===== src/rtl/hls_deadlock_pkg.sv =====
// Shared types and helpers for the HLS dataflow deadlock monitor.
package hls_deadlock_pkg;

    typedef enum logic [1:0] {
        S_IDLE  = 2'd0,
        S_ARM   = 2'd1,
        S_BLOCK = 2'd2
    } dl_state_e;

    localparam int DEF_THRESH = 16;
    localparam int DEF_CNT_W  = 16;

    // ceil(log2(n)), but never below 1 so single-entry vectors still get a bit
    function automatic int clog2_min1(input int n);
        int r;
        r = 0;
        for (int i = 0; i < 32; i++) begin
            if ((1 << r) < n) r++;
        end
        return (r < 1) ? 1 : r;
    endfunction

endpackage


===== src/rtl/hls_deadlock_prio_enc.sv =====
// Lowest-set-bit encoder: index of the lowest asserted request plus an any flag.
module hls_deadlock_prio_enc
    import hls_deadlock_pkg::*;
#(
    parameter int N = 4,
    parameter int W = clog2_min1(N)
) (
    input  logic [N-1:0] req,
    output logic [W-1:0] idx,
    output logic         any
);

    always_comb begin
        idx = '0;
        any = |req;
        // scan high to low so the lowest set bit is the last write
        for (int i = N - 1; i >= 0; i--) begin
            if (req[i]) idx = W'(i);
        end
    end

endmodule


===== src/rtl/hls_deadlock_persist_monitor.sv =====
// Persistent-block monitor for one dataflow process; block asserts after THRESH cycles of cond.
// Build option: DEADLOCK_MON_STICKY_EN makes S_BLOCK absorbing (only clear/reset exit).
module hls_deadlock_persist_monitor
    import hls_deadlock_pkg::*;
#(
    parameter int              N_AXIS    = 4,
    parameter int              N_IDLE    = 14,
    parameter int              N_INST    = 7,
    parameter logic [N_AXIS-1:0] AXIS_MASK = 4'b0111,
    parameter int              THRESH    = DEF_THRESH,
    parameter int              CNT_W     = DEF_CNT_W,
    localparam int             SRC_W     = clog2_min1(N_AXIS)
) (
    input  logic              clock,
    input  logic              reset,
    input  logic [N_AXIS-1:0] axis_block_sigs,
    input  logic [N_IDLE-1:0] inst_idle_sigs,
    input  logic [N_INST-1:0] inst_block_sigs,
    input  logic              clear,
    output logic              block,
    output logic [SRC_W-1:0]  block_src,
    output logic              block_src_vld,
    output logic [CNT_W-1:0]  block_cycles
);

    localparam int PW = clog2_min1(THRESH + 1);

    dl_state_e         state, state_n;
    logic [PW-1:0]     persist, persist_n;
    logic              enter;
    logic              cond;
    logic [N_AXIS-1:0] axis_m;
    logic [SRC_W-1:0]  enc_idx;
    logic              enc_any;

    assign axis_m = axis_block_sigs & AXIS_MASK;
    // every sibling idle means nothing is actually waiting, so no deadlock
    assign cond   = (&inst_idle_sigs) ? 1'b0 : ((|axis_m) | (|inst_block_sigs));

    hls_deadlock_prio_enc #(.N(N_AXIS), .W(SRC_W)) u_prio_enc (
        .req (axis_m),
        .idx (enc_idx),
        .any (enc_any)
    );

    always_comb begin
        state_n   = state;
        persist_n = persist;
        enter     = 1'b0;
        case (state)
            S_IDLE: begin
                if (cond) begin
                    if (THRESH == 1) begin
                        state_n   = S_BLOCK;
                        persist_n = '0;
                        enter     = 1'b1;
                    end else begin
                        state_n   = S_ARM;
                        persist_n = PW'(1);
                    end
                end
            end
            S_ARM: begin
                if (!cond) begin
                    state_n   = S_IDLE;
                    persist_n = '0;
                end else if (persist == PW'(THRESH - 1)) begin
                    state_n   = S_BLOCK;
                    persist_n = '0;
                    enter     = 1'b1;
                end else begin
                    persist_n = persist + PW'(1);
                end
            end
            S_BLOCK: begin
                persist_n = '0;
`ifdef DEADLOCK_MON_STICKY_EN
                state_n   = S_BLOCK;
`else
                if (!cond) state_n = S_IDLE;
`endif
            end
            default: begin
                state_n   = S_IDLE;
                persist_n = '0;
            end
        endcase
    end

    always_ff @(posedge clock) begin
        if (reset || clear) begin
            state         <= S_IDLE;
            persist       <= '0;
            block_src     <= '0;
            block_src_vld <= 1'b0;
            block_cycles  <= '0;
        end else begin
            state   <= state_n;
            persist <= persist_n;
            if (enter) begin
                block_src     <= enc_idx;
                block_src_vld <= enc_any;
                block_cycles  <= '0;
            end else if (state == S_BLOCK && block_cycles != {CNT_W{1'b1}}) begin
                // counts cycles spent in S_BLOCK, including the exit cycle
                block_cycles <= block_cycles + CNT_W'(1);
            end
        end
    end

    assign block = (state == S_BLOCK);

endmodule

===== config.mk =====
export PLATFORM = sky130hd
export DESIGN_NAME = hls_deadlock_persist_monitor
export DESIGN_NICKNAME = d
export VERILOG_FILES = /design/src/rtl/hls_deadlock_pkg.sv /design/src/rtl/hls_deadlock_prio_enc.sv /design/src/rtl/hls_deadlock_persist_monitor.sv
export SDC_FILE = /design/constraint.sdc
export NUM_CORES = 1
export LEC_CHECK = 0
export ABC_AREA = 1
export ABC_CLOCK_PERIOD_IN_PS = 2300
export BUFFER_PORTS_ARGS = -buffer_cell sky130_fd_sc_hd__buf_2
export CORE_ASPECT_RATIO = 0.5
export CORE_MARGIN = 5
export CORE_UTILIZATION = 50
export CTS_CLUSTER_SIZE = 10
export DETAILED_ROUTE_END_ITERATION = 10
export PLACE_DENSITY = 0.77
export SETUP_SLACK_MARGIN = 0.1
export SYNTH_ARGS = -nofsm -noshare
export SYNTH_HDL_FRONTEND = slang
export SYNTH_SLANG_ARGS = --single-unit

===== constraint.sdc =====
create_clock -name clock -period 2.3 [get_ports clock]
set_input_delay 0.115 -clock clock [delete_from_list [all_inputs] [get_ports clock]]
set_output_delay 0.115 -clock clock [all_outputs]
set_load 0.02 [all_outputs]

Word level (Yosys, flattened, before mapping)
Index checks and enable logic that the tools add are counted.

word-level totals
  flip-flop bits (word level) = 26
  input port bits = 28

cells by class
  add/subtract/negate cells = 2
  equality and inequality tests = 7
  muxes and demuxes = 16
  bitwise operators = 1
  reduce and logical (&&, ||, !) cells = 8

operators by type and width
  operator                                        number
  adder 16 x 1 -> 16 bit (second input constant)  1
  inequality test 16 bit (second input constant)  1
  two-way mux 5 bit                               3
  two-way mux 2 bit                               7
  AND reduction 14 bit                            1
  one-hot mux 5 bit (2 select lines)              1
  OR reduction 7 bit                              1
  one-hot mux 2 bit (3 select lines)              1
  adder 5 x 1 -> 5 bit (second input constant)    1
  == test 5 x 4 -> 1 bit (second input constant)  1
  two-way mux 1 bit                               4
  inequality test 2 bit (second input constant)   2
  inequality test 3 bit (second input constant)   1
  AND reduction 3 bit                             1
  OR reduction 3 bit                              1
  == test 2 x 1 -> 1 bit (second input constant)  1
  == test 2 bit (second input constant)           1
  logical NOT 2 bit                               1
  OR reduction 2 bit                              1
  logical AND 1 bit                               1
  logical OR 1 bit                                1
  OR 1 bit                                        1

Logic depth before layout (Yosys ltp)
Gate-level depths: netlist of run 1.

  word-level depth = 6
  depth in mapped cells = 9
  gate-level depth less buffers = 9

By module
A second synthesis of run 1 with hierarchy kept.

unflattened totals
  cells, all modules = 254
  area total of the unflattened synthesis = 1624.1 sq um

by module, submodules not included
  module                        times used  cells each  area each (sq um)
  hls_deadlock_persist_monitor  1           245         1577.8
  hls_deadlock_prio_enc         1           9           46.3

Worst setup path before layout of run 1
No wires, ideal clock.

  path kind = register -> register
  from = reg block_cycles[0]
  to = reg block_cycles[11]
  arrival = 1.552 ns
  data required time = 2.186 ns
  slack = 0.634 ns
  stages on the path, launching flop included = 9
  buffers on the path = 1
  clock period less this slack = 1.666 ns
  cells stage by stage = dfxtp_1 -> ha_1 -> nand2_2 -> nor2_4 -> nand2_2 -> o21a_4 -> buf_12 -> nand2_2 -> a21oi_2

on the way
  word-level cells in the longest chain between the ends = 2
  elaborated cells on any way between the ends = 3
  classes of those cells = add/sub: 1; eq/ne: 1; reduce/logical: 1

RTL lines
  item                                                                            line                                 source
  start: declaration                                                              hls_deadlock_persist_monitor.sv:23   output logic [CNT_W-1:0] block_cycles
  start signal: assignment                                                        hls_deadlock_persist_monitor.sv:106  block_cycles <= block_cycles + CNT_W'(1);
  parallel branches: the longest is 2 deep, another holds adder 16 x 1 -> 16 bit  n/a

Parallel ways; which one is timed is not known.
A chain may end at the register's enable or synchronous reset.

Final worst setup path of run 1
  from = reg block_cycles[0]
  to = reg block_cycles[7]

The elaborated chain is that of the path after synthesis.

==> tab_implementation.tex, run 1 <==
\begin{tabular}{lr}
\hline
Metric & Value \\
\hline
\multicolumn{2}{l}{\textbf{Floorplanning}} \\
\quad Total I/O pin count & 48 \\
\quad Die Footprint & 0.00469 sq mm \\
\quad Horizontal die dimension & 92.0 um \\
\quad Core area & 0.00312 sq mm \\
\quad Effective utilization at floorplan & 53.9\% \\
\quad FP Rows & 14 \\
\quad Chip height & 51.0 um \\
\multicolumn{2}{l}{\textbf{Clock network}} \\
\quad Total CTS buffers & 3 \\
\quad Deepest clock path buffer count & 2 \\
\quad Hold bufs inserted after CTS & 0 \\
\quad TritonCTS clock tree & yes \\
\quad Clock Sink Count & 26 \\
\quad CTS clk-pin slew, worst paths & 90 ps \\
\quad \# Post-CTS Setup Buffers & 0 \\
\quad Clk Latency, worst-skew pair & 270 ps \\
\quad Count of cells resized by post-cts repair & 0 \\
\quad Root cell of the clock tree & sky130\_fd\_sc\_hd\_\_clkbuf\_8 \\
\quad Number of levels in the clock H-tree & 1 \\
\multicolumn{2}{l}{\textbf{Placement}} \\
\quad Post-detailed-placement half-perimeter wirelength & 2.73 mm \\
\quad Area of placed instances & 0.00191 sq mm \\
\quad Number of port buffers & 46 \\
\quad Weighted congestion reported at the end of routability-driven placement & 0.852 \\
\multicolumn{2}{l}{\textbf{Critical path}} \\
\quad Data arrival time of the critical path & 1820 ps \\
\quad Crit. End Element & flip-flop \\
\quad Critical Setup Path Class & flip-flop to flip-flop \\
\quad Standard cell with the maximum stage delay on the critical path & sky130\_fd\_sc\_hd\_\_dfxtp\_1 \\
\quad Worst r2r path cells & 7 \\
\quad CP Cell Sequence & ha\_1 -> nand2\_2 -> nor2\_4 -> nand2\_2 -> o21a\_4 -> o21ai\_0 -> a21oi\_2 \\
\quad Most common cell on crit path & sky130\_fd\_sc\_hd\_\_nand2\_2 \\
\quad Longest individual stage delay on the worst path & 440 ps \\
\quad Reg-to-Reg End & block\_cycles[7] \\
\quad Startpoint of the lowest-slack register-to-register path & block\_cycles[0] \\
\quad Buf/Inv on CP & 0 \\
\quad Maximum fanout along the worst path & 16 \\
\quad Crit path max-delay family & compound AO/OA/AOI/OAI gates \\
\quad Setup slack of the most critical reg-to-reg path & 640 ps \\
\quad Kind of launch point of the worst setup path & flip-flop \\
\quad Data required time at the worst endpoint & 2460 ps \\
\multicolumn{2}{l}{\textbf{Logic synthesis}} \\
\quad Commonest cells in the netlist & sky130\_fd\_sc\_hd\_\_nand2\_1 (64), sky130\_fd\_sc\_hd\_\_nor2\_1 (28), sky130\_fd\_sc\_hd\_\_dfxtp\_1 (26) \\
\quad Cell Area, Synth & 0.00168 sq mm \\
\quad Number of enable-type register cells in the synthesized netlist & 0 \\
\quad Proportion of register bits with asynchronous set or reset after synthesis & 0\% \\
\quad Most frequently used cell type in the post-synthesis netlist & sky130\_fd\_sc\_hd\_\_nand2\_1 \\
\quad Syn\_nets & 270 \\
\quad Gate count after technology mapping & 240 \\
\quad FF+latch count, synth & 26 \\
\quad Cell taking the most area after synthesis & sky130\_fd\_sc\_hd\_\_dfxtp\_1 \\
\quad Share of synthesized area occupied by flip-flops and latches & 31.0\% \\
\quad Post-synthesis area per instance & 7.00 sq um \\
\quad Largest cells by area after synthesis & sky130\_fd\_sc\_hd\_\_dfxtp\_1 (31\%), sky130\_fd\_sc\_hd\_\_nand2\_1 (14\%), sky130\_fd\_sc\_hd\_\_nor2\_1 (6.3\%), sky130\_fd\_sc\_hd\_\_a21oi\_2 (5.7\%), sky130\_fd\_sc\_hd\_\_nand2\_2 (5.6\%) \\
\quad Number of warnings issued by yosys & 0 \\
\quad Distinct cell type count of the synthesized netlist & 28 \\
\quad Top-area cell type share of the netlist area & 31.0\% \\
\quad Most used flip-flop cell after synthesis & sky130\_fd\_sc\_hd\_\_dfxtp\_1 \\
\multicolumn{2}{l}{\textbf{Flow run}} \\
\quad Max-cap violation count & 0 \\
\multicolumn{2}{l}{\textbf{Power and ir drop}} \\
\quad Largest voltage drop on the vdd net & 0.194 mV \\
\quad Total power per unit cell area & 388 mW/mm\^{}2 \\
\quad Leakage dissipation & 0.802 nW \\
\multicolumn{2}{l}{\textbf{Final layout}} \\
\quad Fill cell count & 304 \\
\quad Synth-to-Final Area Change & 16.4\% \\
\quad Share of cells above drive strength 1 & 31.1\% \\
\quad Non-Filler Cell Area, Final & 0.00196 sq mm \\
\quad Net count, final & 318 \\
\quad Count of antenna diodes in the layout & 0 \\
\multicolumn{2}{l}{\textbf{Worst hold path}} \\
\quad Worst min path class & primary input to flip-flop \\
\quad Hold-critical path endpoint & block\_src[0] \\
\quad Depth of the worst hold-timing path & 3 \\
\quad Worst hold start & axis\_block\_sigs[1] \\
\multicolumn{2}{l}{\textbf{Drt}} \\
\quad Detailed-routing iteration count for the pre-antenna-repair pass & 4 \\
\quad DRC errors left & 0 \\
\quad Routed WL per cell & 10.9 um \\
\quad Detailed-route vias per instance & 5.00 \\
\quad Via count & 1,629 \\
\quad Total length of routed wires & 3.57 mm \\
\quad Number of nets still failing antenna checks after routing & 0 \\
\quad Starting DRC count in detailed routing & 58 \\
\multicolumn{2}{l}{\textbf{Timing}} \\
\quad Final Hold Viols & 0 \\
\quad Number of max-slew violations in the final report & 0 \\
\quad Final cycle utilization of the critical path & 72.4\% \\
\quad Fin Clk Skew & 4.74 ps \\
\quad Unrepaired setup endpoints after global routing & no \\
\quad Sum of negative setup slack & 0 ps \\
\quad Transition at the pin with the smallest max-transition slack & 579 ps \\
\quad Fmax & 601 MHz \\
\quad Crit path time final & 1660 ps \\
\quad Final setup violating endpoints & 0 \\
\quad Worst relative slew slack & 61.3\% \\
\multicolumn{2}{l}{\textbf{GRT}} \\
\quad Global route overflow & 0 \\
\quad Global-route usage over all layers & 15.4\% \\
\quad Largest net degree at the start of global routing & 17 \\
\quad Antenna violations before repair & 0 \\
\quad Via count of the first global-routing pass & 1,465 \\
\quad Global-route wire length before repair & 6.07 mm \\
\multicolumn{2}{l}{\textbf{Run status}} \\
\quad Status & completed \\
\hline
\end{tabular}
[registers in the layout, indices dropped and copies added (netlist names)]
name and cells:
block_cycles 16, persist 5, block_src 2, state 2, block_src_vld 1
[routing by layer]
| metal | GRT usage [%] | routed length (um) |
|---|---|---|
| met5 | 0 | 0 |
| met4 | 3.20 | 23 |
| met3 | 4.40 | 218 |
| met2 | 28.5 | 1690 |
| met1 | 18.1 | 1640 |
[logic make-up after synthesis]
family | after synthesis | synth area share, %
flip-flops | 26 | 31.0
adder cells (fa/ha/maj) | 2 | 1.49
AO/OA/AOI/OAI | 27 | 11.1
XOR/XNOR | 7 | 3.65
buffers and inverters | 25 | 7.67
AND/OR/NAND/NOR | 153 | 45.1
[cells in the final DEF, fill, tap and decap left out]
master | Yosys | final
sky130_fd_sc_hd__a21oi_1 | 10 | 10
sky130_fd_sc_hd__nand2_4 | 2 | 2
sky130_fd_sc_hd__nand4_2 | 1 | 1
sky130_fd_sc_hd__nand4_1 | 11 | 11
sky130_fd_sc_hd__xor2_1 | 5 | 5
sky130_fd_sc_hd__inv_1 | 21 | 21
sky130_fd_sc_hd__xnor2_1 | 2 | 2
sky130_fd_sc_hd__nor2_4 | 4 | 4
sky130_fd_sc_hd__dfxtp_1 | 26 | 26
sky130_fd_sc_hd__nand3_1 | 18 | 18
sky130_fd_sc_hd__inv_2 | 1 | 1
sky130_fd_sc_hd__buf_2 | 0 | 46
sky130_fd_sc_hd__nor3_1 | 2 | 2
sky130_fd_sc_hd__nor2_2 | 3 | 3
sky130_fd_sc_hd__clkbuf_8 | 0 | 3
sky130_fd_sc_hd__nand2_1 | 64 | 64
sky130_fd_sc_hd__nor2_1 | 28 | 28
sky130_fd_sc_hd__o21a_4 | 1 | 1
sky130_fd_sc_hd__ha_1 | 2 | 2
sky130_fd_sc_hd__nand3b_1 | 1 | 1
sky130_fd_sc_hd__o21ai_0 | 5 | 5
sky130_fd_sc_hd__nand2_2 | 15 | 15
sky130_fd_sc_hd__nor3_2 | 1 | 1
sky130_fd_sc_hd__a21oi_2 | 11 | 11
sky130_fd_sc_hd__nor4_1 | 1 | 1
sky130_fd_sc_hd__nand4_4 | 1 | 1
sky130_fd_sc_hd__and2_1 | 1 | 1
[power by group]
part	internal (mW)	switching, mW	leakage [nW]
clock network	0.117	0.138	0.0216
registers	0.452	0.00273	0.210
logic	0.0228	0.0264	0.571
total	0.592	0.168	0.802
[worst reg2reg max path: stages, from the launching register on]
cell,delay (ps)
sky130_fd_sc_hd__dfxtp_1,440
sky130_fd_sc_hd__ha_1,240
sky130_fd_sc_hd__nand2_2,90
sky130_fd_sc_hd__nor2_4,170
sky130_fd_sc_hd__nand2_2,100
sky130_fd_sc_hd__o21a_4,310
sky130_fd_sc_hd__o21ai_0,130
sky130_fd_sc_hd__a21oi_2,70
[worst max-delay path by stage]
| stage | endpoint | startpoint | depth (start not counted) | slack [ps] |
|---|---|---|---|---|
| after floorplan | block_cycles[11] | block_cycles[0] | 8 | 630 |
| after global placement | block_cycles[7] | block_cycles[0] | 7 | 680 |
| after detailed placement | block_cycles[7] | block_cycles[0] | 7 | 650 |
| after CTS | block_cycles[7] | block_cycles[0] | 7 | 620 |
| after global routing | block_cycles[10] | block_cycles[0] | 8 | 500 |
| final | block_cycles[7] | block_cycles[0] | 7 | 640 |
[final cells by class]
type | count | area, sq um | area share, %
multi-input cells | 189 | 1030 | 52.7
flip-flops and latches | 26 | 520 | 26.6
repair buffers | 46 | 230 | 11.8
inverters | 22 | 82.6 | 4.22
well taps | 40 | 50.0 | 2.56
clock buffers | 3 | 41.3 | 2.11
[stage by stage]
step	cells	hold slack, ps	setup WS (ps)	utilization (%)	power (mW)
final	326	147	636	62.7	0.760
after global routing	326	162	502	62.7	0.798
after CTS	326	144	616	62.7	0.774
after detailed placement	323	436	648	61.4	0.515
after global placement	323	407	677	61.4	0.513
after floorplan	240	279	634	-	0.489
No activity file was read; power rests on OpenSTA's default activity.
==> run 2, diff against run 1 <==
Settings changed: ABC_CLOCK_PERIOD_IN_PS 2300 to 1460, CORE_UTILIZATION 50 to 47, PLACE_DENSITY 0.77 to 0.76.
Clock period 2.3 ns to 1.46 ns, I/O delays scaled along.
==> tab_implementation.tex, run 2 (synthesis gave the netlist of run 1 again) <==
\begin{tabular}{lr}
\hline
Metric & Value \\
\hline
\multicolumn{2}{l}{\textbf{Clock network}} \\
\quad TritonCTS clock tree & yes \\
\quad Clk Latency, worst-skew pair & 280 ps (about the same) \\
\quad Number of levels in the clock H-tree & 1 (unchanged) \\
\quad Total CTS buffers & 3 (unchanged) \\
\quad CTS clk-pin slew, worst paths & 100 ps (about the same) \\
\quad Clock Sink Count & 26 (unchanged) \\
\quad Hold bufs inserted after CTS & 0 (unchanged) \\
\quad Deepest clock path buffer count & 2 (unchanged) \\
\quad Root cell of the clock tree & sky130\_fd\_sc\_hd\_\_clkbuf\_8 \\
\multicolumn{2}{l}{\textbf{Floorplanning}} \\
\quad Horizontal die dimension & 94.6 um (+2.8\%) \\
\quad Total I/O pin count & 48 (unchanged) \\
\quad FP Rows & 15 (+1) \\
\quad Effective utilization at floorplan & 48.9\% (-5.0 points) \\
\quad Core area & 0.00343 sq mm (+10\%) \\
\quad Chip height & 52.3 um (+2.5\%) \\
\quad Die Footprint & 0.00494 sq mm (+5.4\%) \\
\multicolumn{2}{l}{\textbf{Placement}} \\
\quad Number of port buffers & 46 (unchanged) \\
\quad Number of instances in the placed design & 352 (+9.0\%) \\
\quad Weighted congestion reported at the end of routability-driven placement & 0.855 (+0.32\%) \\
\quad Post-detailed-placement half-perimeter wirelength & 3.11 mm (+14\%) \\
\multicolumn{2}{l}{\textbf{Final layout}} \\
\quad Most flops, register & block\_cycles \\
\quad Number of flip-flops in the largest register & 16 (unchanged) \\
\quad Most frequent cells in the layout & sky130\_fd\_sc\_hd\_\_nand2\_1 (52), sky130\_fd\_sc\_hd\_\_buf\_2 (46), sky130\_fd\_sc\_hd\_\_nand2\_2 (24), sky130\_fd\_sc\_hd\_\_nor2\_1 (23), sky130\_fd\_sc\_hd\_\_buf\_4 (23) \\
\quad Count of antenna diodes in the layout & 0 (unchanged) \\
\quad Net count, final & 346 (+8.8\%) \\
\quad Share of cells above drive strength 1 & 49.5\% (+18 points) \\
\quad Synth-to-Final Area Change & 43.0\% \\
\quad Fill cell count & 272 (-11\%) \\
\quad Count of non-filler cells in the finished layout & 366 (+12\%) \\
\quad Most common cell after layout, fill and taps aside & sky130\_fd\_sc\_hd\_\_nand2\_1 \\
\quad Largest registers & block\_cycles: 16 flops, persist: 5 flops \\
\quad Final core utilization & 69.9\% (+7.2 points) \\
\multicolumn{2}{l}{\textbf{Timing}} \\
\quad Number of max-slew violations in the final report & 0 (unchanged) \\
\quad Fmax & 683 MHz (+14\%) \\
\quad Fin Clk Skew & 6.00 ps (+1.26 ps) \\
\quad Transition at the pin with the smallest max-transition slack & 322 ps (-257 ps) \\
\quad Worst relative slew slack & 78.5\% (+17 points) \\
\quad Unrepaired setup endpoints after global routing & yes \\
\quad Hold WS & 71.3 ps (-75.7 ps) \\
\quad Sum of negative setup slack & -4.00 ps (-4.00 ps) \\
\quad Final cycle utilization of the critical path & 100\% (+28 points) \\
\quad Crit path time final & 1460 ps (-200 ps) \\
\quad Final setup violating endpoints & 1 (+1) \\
\quad Final WS setup & -4.00 ps (-640 ps) \\
\quad Final Hold Viols & 0 (unchanged) \\
\multicolumn{2}{l}{\textbf{Drt}} \\
\quad Via count & 1,875 (+15\%) \\
\quad Number of nets still failing antenna checks after routing & 0 (unchanged) \\
\quad Starting DRC count in detailed routing & 120 (+110\%) \\
\quad Detailed-route vias per instance & 5.12 (+2.5\%) \\
\quad Detailed-routing iteration count for the pre-antenna-repair pass & 4 (unchanged) \\
\quad Routed WL per cell & 12.8 um (+17\%) \\
\quad DRC errors left & 0 (unchanged) \\
\quad Total length of routed wires & 4.68 mm (+31\%) \\
\multicolumn{2}{l}{\textbf{Worst hold path}} \\
\quad Worst min path class & primary input to flip-flop \\
\multicolumn{2}{l}{\textbf{Critical path}} \\
\quad Crit. End Element & flip-flop \\
\quad Kind of launch point of the worst setup path & flip-flop \\
\quad Maximum fanout along the worst path & 4 (-12) \\
\quad Data required time at the worst endpoint & 1680 ps (-780 ps) \\
\quad Data arrival time of the critical path & 1680 ps (-140 ps) \\
\quad Critical Setup Path Class & flip-flop to flip-flop \\
\multicolumn{2}{l}{\textbf{GRT}} \\
\quad Largest net degree at the start of global routing & 17 (unchanged) \\
\quad Global-route wire length before repair & 7.16 mm (+18\%) \\
\quad Antenna violations before repair & 0 (unchanged) \\
\quad Global-route usage over all layers & 18.2\% (+2.8 points) \\
\quad Global route overflow & 0 (unchanged) \\
\quad Via count of the first global-routing pass & 1,730 (+18\%) \\
\multicolumn{2}{l}{\textbf{Power and ir drop}} \\
\quad Flop pwr share & 55.3\% (-4.5 points) \\
\quad Internal cell power & 992 uW (+68\%) \\
\quad Comb pwr share & 7.1\% (+0.6 points) \\
\quad Switch share & 22.7\% (+0.65 points) \\
\quad Leakage dissipation & 1.03 nW (+28\%) \\
\quad Power share of the clock group & 37.5\% (+3.8 points) \\
\quad Largest voltage drop on the vdd net & 0.283 mV (+46\%) \\
\quad Switching Power & 292 uW (+74\%) \\
\quad Final Total Pwr & 1.28 mW (+69\%) \\
\quad Total power per unit cell area & 534 mW/mm\^{}2 (+38\%) \\
\multicolumn{2}{l}{\textbf{Run status}} \\
\quad Status & finished with violations \\
\quad Violated checks & setup timing \\
\multicolumn{2}{l}{\textbf{Flow run}} \\
\quad Max-cap violation count & 0 (unchanged) \\
\hline
\end{tabular}
[run 2: changes by cell type in the layout (fill, tap and decap cells not counted), moves of 3 or more]
cell | previous run | this run
sky130_fd_sc_hd__a21oi_1 | 10 | 7
sky130_fd_sc_hd__a21oi_2 | 11 | 14
sky130_fd_sc_hd__buf_4 | 0 | 23
sky130_fd_sc_hd__dfxtp_1 | 26 | 15
sky130_fd_sc_hd__dfxtp_2 | 0 | 8
sky130_fd_sc_hd__dfxtp_4 | 0 | 3
sky130_fd_sc_hd__nand2_1 | 64 | 52
sky130_fd_sc_hd__nand2_2 | 15 | 24
sky130_fd_sc_hd__nand3_1 | 18 | 15
sky130_fd_sc_hd__nand3_2 | 0 | 3
sky130_fd_sc_hd__nor2_1 | 28 | 23
sky130_fd_sc_hd__nor2_2 | 3 | 6
sky130_fd_sc_hd__o21ai_0 | 5 | 2
[run 2: routing by layer]
| metal | GRT usage [%] | part of all wire, % | vias to the layer above |
|---|---|---|---|
| met2 | 35.7 | 51 | 87 |
| met5 | 0 | 0 | - |
| met3 | 4.02 | 7.8 | 10 |
| met1 | 19.3 | 40 | 846 |
| met4 | 6.94 | 1.4 | 0 |
| li1 | - | - | 932 |
[run 2: final timing paths]
kind	start	end	slack (ps)	cells after the start
max reg2reg	block_cycles[1]	block_cycles[8]	-4	8
max	block_cycles[1]	block_cycles[8]	-4	8
min	axis_block_sigs[2]	block_src[1]	70	3
min reg2reg	block_src[1]	block_src[1]	470	2
[run 2: cell type report]
type / count / area, sq um / area share [%]
clock buffers: 4 / 55.1 / 2.29
multi-input cells: 191 / 1210 / 50.5
inverters: 22 / 82.6 / 3.44
flip-flops and latches: 26 / 542 / 22.6
repair buffers: 72 / 445 / 18.5
well taps: 51 / 63.8 / 2.66
[run 2: repair_timing]
action,CTS,global route
buffers inserted,6,3
resized for setup,16,30
pin swaps,4,12
setup endpoints to repair,20,23
endpoints found under the hold margin,0,0
cloned,1,1
[run 2: worst max-delay path: stages (launching register included)]
cell and delay [ps]:
sky130_fd_sc_hd__dfxtp_4 370, sky130_fd_sc_hd__ha_4 150, sky130_fd_sc_hd__nand2_4 60, sky130_fd_sc_hd__nor2_4 210, sky130_fd_sc_hd__nand2_4 100, sky130_fd_sc_hd__buf_4 150, sky130_fd_sc_hd__xnor2_2 140, sky130_fd_sc_hd__nand2_2 80
sky130_fd_sc_hd__a21oi_2 120
[run 2: stage by stage]
| step | setup slack (ps) | area, sq um |
|---|---|---|
| final | -4.00 | 2400 |
| after CTS | 69.1 | 2260 |
| after detailed placement | -24.2 | 2090 |
| after global routing | -79.6 | 2400 |
| after floorplan | 29.7 | 1710 |
| after global placement | 36.9 | 2090 |
[run 2: power groups by stage]
stage          Sequential [mW]  Combinational, mW  Clock, mW
2_1_floorplan            0.728             0.0382          0
3_3_place_gp             0.729             0.0806          0
3_5_place_dp             0.729             0.0834          0
4_1_cts                  0.712             0.0908      0.495
5_1_grt                  0.711              0.101      0.533
6_report                 0.710             0.0917      0.482
==> run 3, diff against run 2 <==
Settings changed: PLACE_DENSITY 0.76 to not set, PLACE_DENSITY_LB_ADDON set to 0.3.
==> tab_implementation.tex, run 3 (synthesis gave the netlist of run 1 again) <==
\begin{tabular}{lr}
\hline
Metric & Value \\
\hline
\multicolumn{2}{l}{\textbf{Clock network}} \\
\quad Total CTS buffers & 3 (unchanged) \\
\quad CTS clk-pin slew, worst paths & 80 ps (-20 ps) \\
\quad Clk Latency, worst-skew pair & 280 ps (about the same) \\
\quad Clock Sink Count & 26 (unchanged) \\
\quad TritonCTS clock tree & yes \\
\quad Root cell of the clock tree & sky130\_fd\_sc\_hd\_\_clkbuf\_8 \\
\quad Deepest clock path buffer count & 2 (unchanged) \\
\quad Hold bufs inserted after CTS & 0 (unchanged) \\
\quad Number of levels in the clock H-tree & 1 (unchanged) \\
\multicolumn{2}{l}{\textbf{Critical path}} \\
\quad Buf/Inv on CP & 2 (+1) \\
\quad Setup slack of the most critical reg-to-reg path & 40 ps (+40 ps) \\
\quad CP Cell Sequence & ha\_4 -> nand2\_2 -> inv\_2 -> nand2\_4 -> nor2\_4 -> nand4\_4 -> buf\_6 -> nand2\_2 -> nand2\_1 -> nor2\_2 \\
\quad Standard cell with the maximum stage delay on the critical path & sky130\_fd\_sc\_hd\_\_dfxtp\_2 \\
\quad Crit path max-delay family & simple AND/OR/NAND/NOR gates \\
\quad Maximum fanout along the worst path & 7 (+3) \\
\quad Data arrival time of the critical path & 1630 ps (-50 ps) \\
\quad Reg-to-Reg End & block\_src\_vld \\
\quad Kind of launch point of the worst setup path & flip-flop \\
\quad Data required time at the worst endpoint & 1670 ps (about the same) \\
\quad Startpoint of the lowest-slack register-to-register path & persist[0] \\
\quad Number of cells on the critical path & 10 (+2) \\
\quad Crit. End Element & flip-flop \\
\quad Most common cell on crit path & sky130\_fd\_sc\_hd\_\_nand2\_2 \\
\quad Longest individual stage delay on the worst path & 360 ps (about the same) \\
\quad Critical Setup Path Class & flip-flop to flip-flop \\
\quad Worst r2r path cells & 10 (+2) \\
\multicolumn{2}{l}{\textbf{Worst hold path}} \\
\quad Worst hold start & axis\_block\_sigs[2] \\
\quad Hold-critical path endpoint & block\_src[1] \\
\quad Depth of the worst hold-timing path & 3 (unchanged) \\
\quad Worst min path class & primary input to flip-flop \\
\multicolumn{2}{l}{\textbf{Power and ir drop}} \\
\quad Largest voltage drop on the vdd net & 0.268 mV (-5.2\%) \\
\quad Switching Power & 283 uW (-3.1\%) \\
\quad Leakage dissipation & 1.04 nW (+0.92\%) \\
\quad Power share of the clock group & 34.3\% (-3.2 points) \\
\quad Internal cell power & 947 uW (-4.5\%) \\
\quad Total power per unit cell area & 512 mW/mm\^{}2 (-4.2\%) \\
\quad Switch share & 23.0\% (+0.27 points) \\
\quad Flop pwr share & 57.8\% (+2.5 points) \\
\quad Comb pwr share & 7.9\% (+0.8 points) \\
\multicolumn{2}{l}{\textbf{Floorplanning}} \\
\quad Effective utilization at floorplan & 48.9\% (unchanged) \\
\quad Horizontal die dimension & 94.6 um (unchanged) \\
\quad Core area & 0.00343 sq mm (unchanged) \\
\quad Total I/O pin count & 48 (unchanged) \\
\quad FP Rows & 15 (unchanged) \\
\quad Chip height & 52.3 um (unchanged) \\
\quad Die Footprint & 0.00494 sq mm (unchanged) \\
\multicolumn{2}{l}{\textbf{Final layout}} \\
\quad Largest registers & block\_cycles: 16 flops, persist: 5 flops \\
\quad Most common cell after layout, fill and taps aside & sky130\_fd\_sc\_hd\_\_nand2\_1 \\
\quad Share of cells above drive strength 1 & 48.1\% (-1.4 points) \\
\quad Most frequent cells in the layout & sky130\_fd\_sc\_hd\_\_nand2\_1 (61), sky130\_fd\_sc\_hd\_\_buf\_2 (46), sky130\_fd\_sc\_hd\_\_buf\_4 (25), sky130\_fd\_sc\_hd\_\_nor2\_1 (22), sky130\_fd\_sc\_hd\_\_inv\_1 (21) \\
\quad Fill cell count & 292 (+7.4\%) \\
\quad Area occupied by multi-input gates & 0.00121 sq mm (-0.51\%) \\
\quad Non-Filler Cell Area, Final & 0.00240 sq mm (unchanged) \\
\quad Net count, final & 349 (+0.87\%) \\
\quad Synth-to-Final Area Change & 43.0\% (unchanged) \\
\quad Sequential Area & 543 sq um (+0.23\%) \\
\quad Count of antenna diodes in the layout & 0 (unchanged) \\
\quad Most flops, register & block\_cycles \\
\quad Number of flip-flops in the largest register & 16 (unchanged) \\
\multicolumn{2}{l}{\textbf{Timing}} \\
\quad Crit path time final & 1420 ps (-40.7 ps) \\
\quad Final cycle utilization of the critical path & 97.5\% (-2.8 points) \\
\quad Sum of negative setup slack & 0 ps (+4.00 ps) \\
\quad Transition at the pin with the smallest max-transition slack & 342 ps (+20.3 ps) \\
\quad Fmax & 703 MHz (+2.9\%) \\
\quad Fin Clk Skew & 12.5 ps (+6.53 ps) \\
\quad Final setup violating endpoints & 0 (-1) \\
\quad Final Hold Viols & 0 (unchanged) \\
\quad Unrepaired setup endpoints after global routing & yes \\
\quad Worst relative slew slack & 77.1\% (-1.4 points) \\
\quad Number of max-slew violations in the final report & 0 (unchanged) \\
\multicolumn{2}{l}{\textbf{GRT}} \\
\quad Antenna violations before repair & 0 (unchanged) \\
\quad Global route overflow & 0 (unchanged) \\
\quad Global-route usage over all layers & 18.3\% (+0.13 points) \\
\quad Global-route wire length before repair & 7.11 mm (-0.68\%) \\
\quad Via count of the first global-routing pass & 1,629 (-5.8\%) \\
\quad Largest net degree at the start of global routing & 17 (unchanged) \\
\multicolumn{2}{l}{\textbf{Drt}} \\
\quad Total length of routed wires & 4.75 mm (+1.4\%) \\
\quad DRC errors left & 0 (unchanged) \\
\quad Number of nets still failing antenna checks after routing & 0 (unchanged) \\
\quad Detailed-route vias per instance & 5.09 (-0.60\%) \\
\quad Via count & 1,879 (+0.21\%) \\
\quad Detailed-routing iteration count for the pre-antenna-repair pass & 4 (unchanged) \\
\quad Starting DRC count in detailed routing & 95 (-21\%) \\
\quad Routed WL per cell & 12.9 um (+0.56\%) \\
\multicolumn{2}{l}{\textbf{Flow run}} \\
\quad Max-cap violation count & 0 (unchanged) \\
\multicolumn{2}{l}{\textbf{Placement}} \\
\quad Post-detailed-placement half-perimeter wirelength & 3.05 mm (-1.7\%) \\
\quad Area of placed instances & 0.00208 sq mm (-0.72\%) \\
\quad Weighted congestion reported at the end of routability-driven placement & 0.832 (-2.7\%) \\
\quad Number of port buffers & 46 (unchanged) \\
\multicolumn{2}{l}{\textbf{Run status}} \\
\quad Status & completed \\
\hline
\end{tabular}
## run 3: cell count changes in the layout (fill, tap and decap cells not counted)
| cell | change |
|---|---|
| sky130_fd_sc_hd__nor2_1 | -1 |
| sky130_fd_sc_hd__o21ai_2 | +2 |
| sky130_fd_sc_hd__nand2_2 | -9 |
| sky130_fd_sc_hd__nand2_4 | +1 |
| sky130_fd_sc_hd__clkbuf_8 | -1 |
| sky130_fd_sc_hd__nor2_4 | -1 |
| sky130_fd_sc_hd__buf_4 | +2 |
| sky130_fd_sc_hd__dfxtp_2 | +1 |
| sky130_fd_sc_hd__nor2_2 | +2 |
| sky130_fd_sc_hd__o21ai_0 | -2 |
| sky130_fd_sc_hd__dfxtp_1 | -1 |
| sky130_fd_sc_hd__clkbuf_1 | +1 |
| sky130_fd_sc_hd__nand2_1 | +9 |
## run 3: cell type report
cell class                      count  area share (%)
Multi-Input combinational cell    192            50.3
Sequential cell                    26            22.6
Timing Repair Buffer               74            19.2
Inverter                           22            3.44
Tap cell                           51            2.66
Clock buffer                        4            1.88
## run 3: layer usage
layer	routed length, um	up-vias	track usage, %
li1	-	939	-
met1	1990	856	21.1
met2	2320	75	33.6
met3	364	9	4.30
met4	74	0	6.94
met5	0	-	0
## run 3: power by group through the flow
stage	registers (mW)	clock network [mW]	logic [mW]
global placement	0.729	0	0.0804
CTS	0.712	0.427	0.0897
global route	0.712	0.466	0.108
finish	0.711	0.422	0.0973
detailed placement	0.729	0	0.0831
floorplan	0.728	0	0.0382
## run 3: per-stage QoR
step                worst slack (ps)  power (mW)  std cells  hold slack, ps  util, %
finish                          36.7        1.23        369            81.9     69.9
floorplan                       29.7       0.766        240             237        -
global route                   -58.8        1.29        369            74.0     69.9
detailed placement             -46.3       0.812        350             378     60.5
global placement                19.1       0.809        350             367     60.5
CTS                             61.3        1.23        360            89.6     65.0
## run 3: worst max path at each step
stage | start | endpoint | slack [ps]
after floorplan | block_cycles[0] | block_cycles[11] | 30
after global placement | persist[0] | block_cycles[9] | 20
after detailed placement | persist[0] | block_cycles[12] | -50
after CTS | persist[1] | block_src_vld | 60
after global routing | persist[0] | block_src_vld | -60
final | persist[0] | block_src_vld | 40
## run 3: worst register-to-register path, cell delays in order, from the launching register on
cell and delay [ps]:
sky130_fd_sc_hd__dfxtp_2 360, sky130_fd_sc_hd__ha_4 140, sky130_fd_sc_hd__nand2_2 60, sky130_fd_sc_hd__inv_2 90
sky130_fd_sc_hd__nand2_4 60, sky130_fd_sc_hd__nor2_4 120, sky130_fd_sc_hd__nand4_4 140, sky130_fd_sc_hd__buf_6 180
sky130_fd_sc_hd__nand2_2 60, sky130_fd_sc_hd__nand2_1 70, sky130_fd_sc_hd__nor2_2 90
## run 3: repair_timing
action                     in CTS  in global routing
cloned                          1                  2
setup endpoints to repair      20                 21
setup buffers                   5                  7
pin swaps                       6                 11
gates resized for setup        15                 27
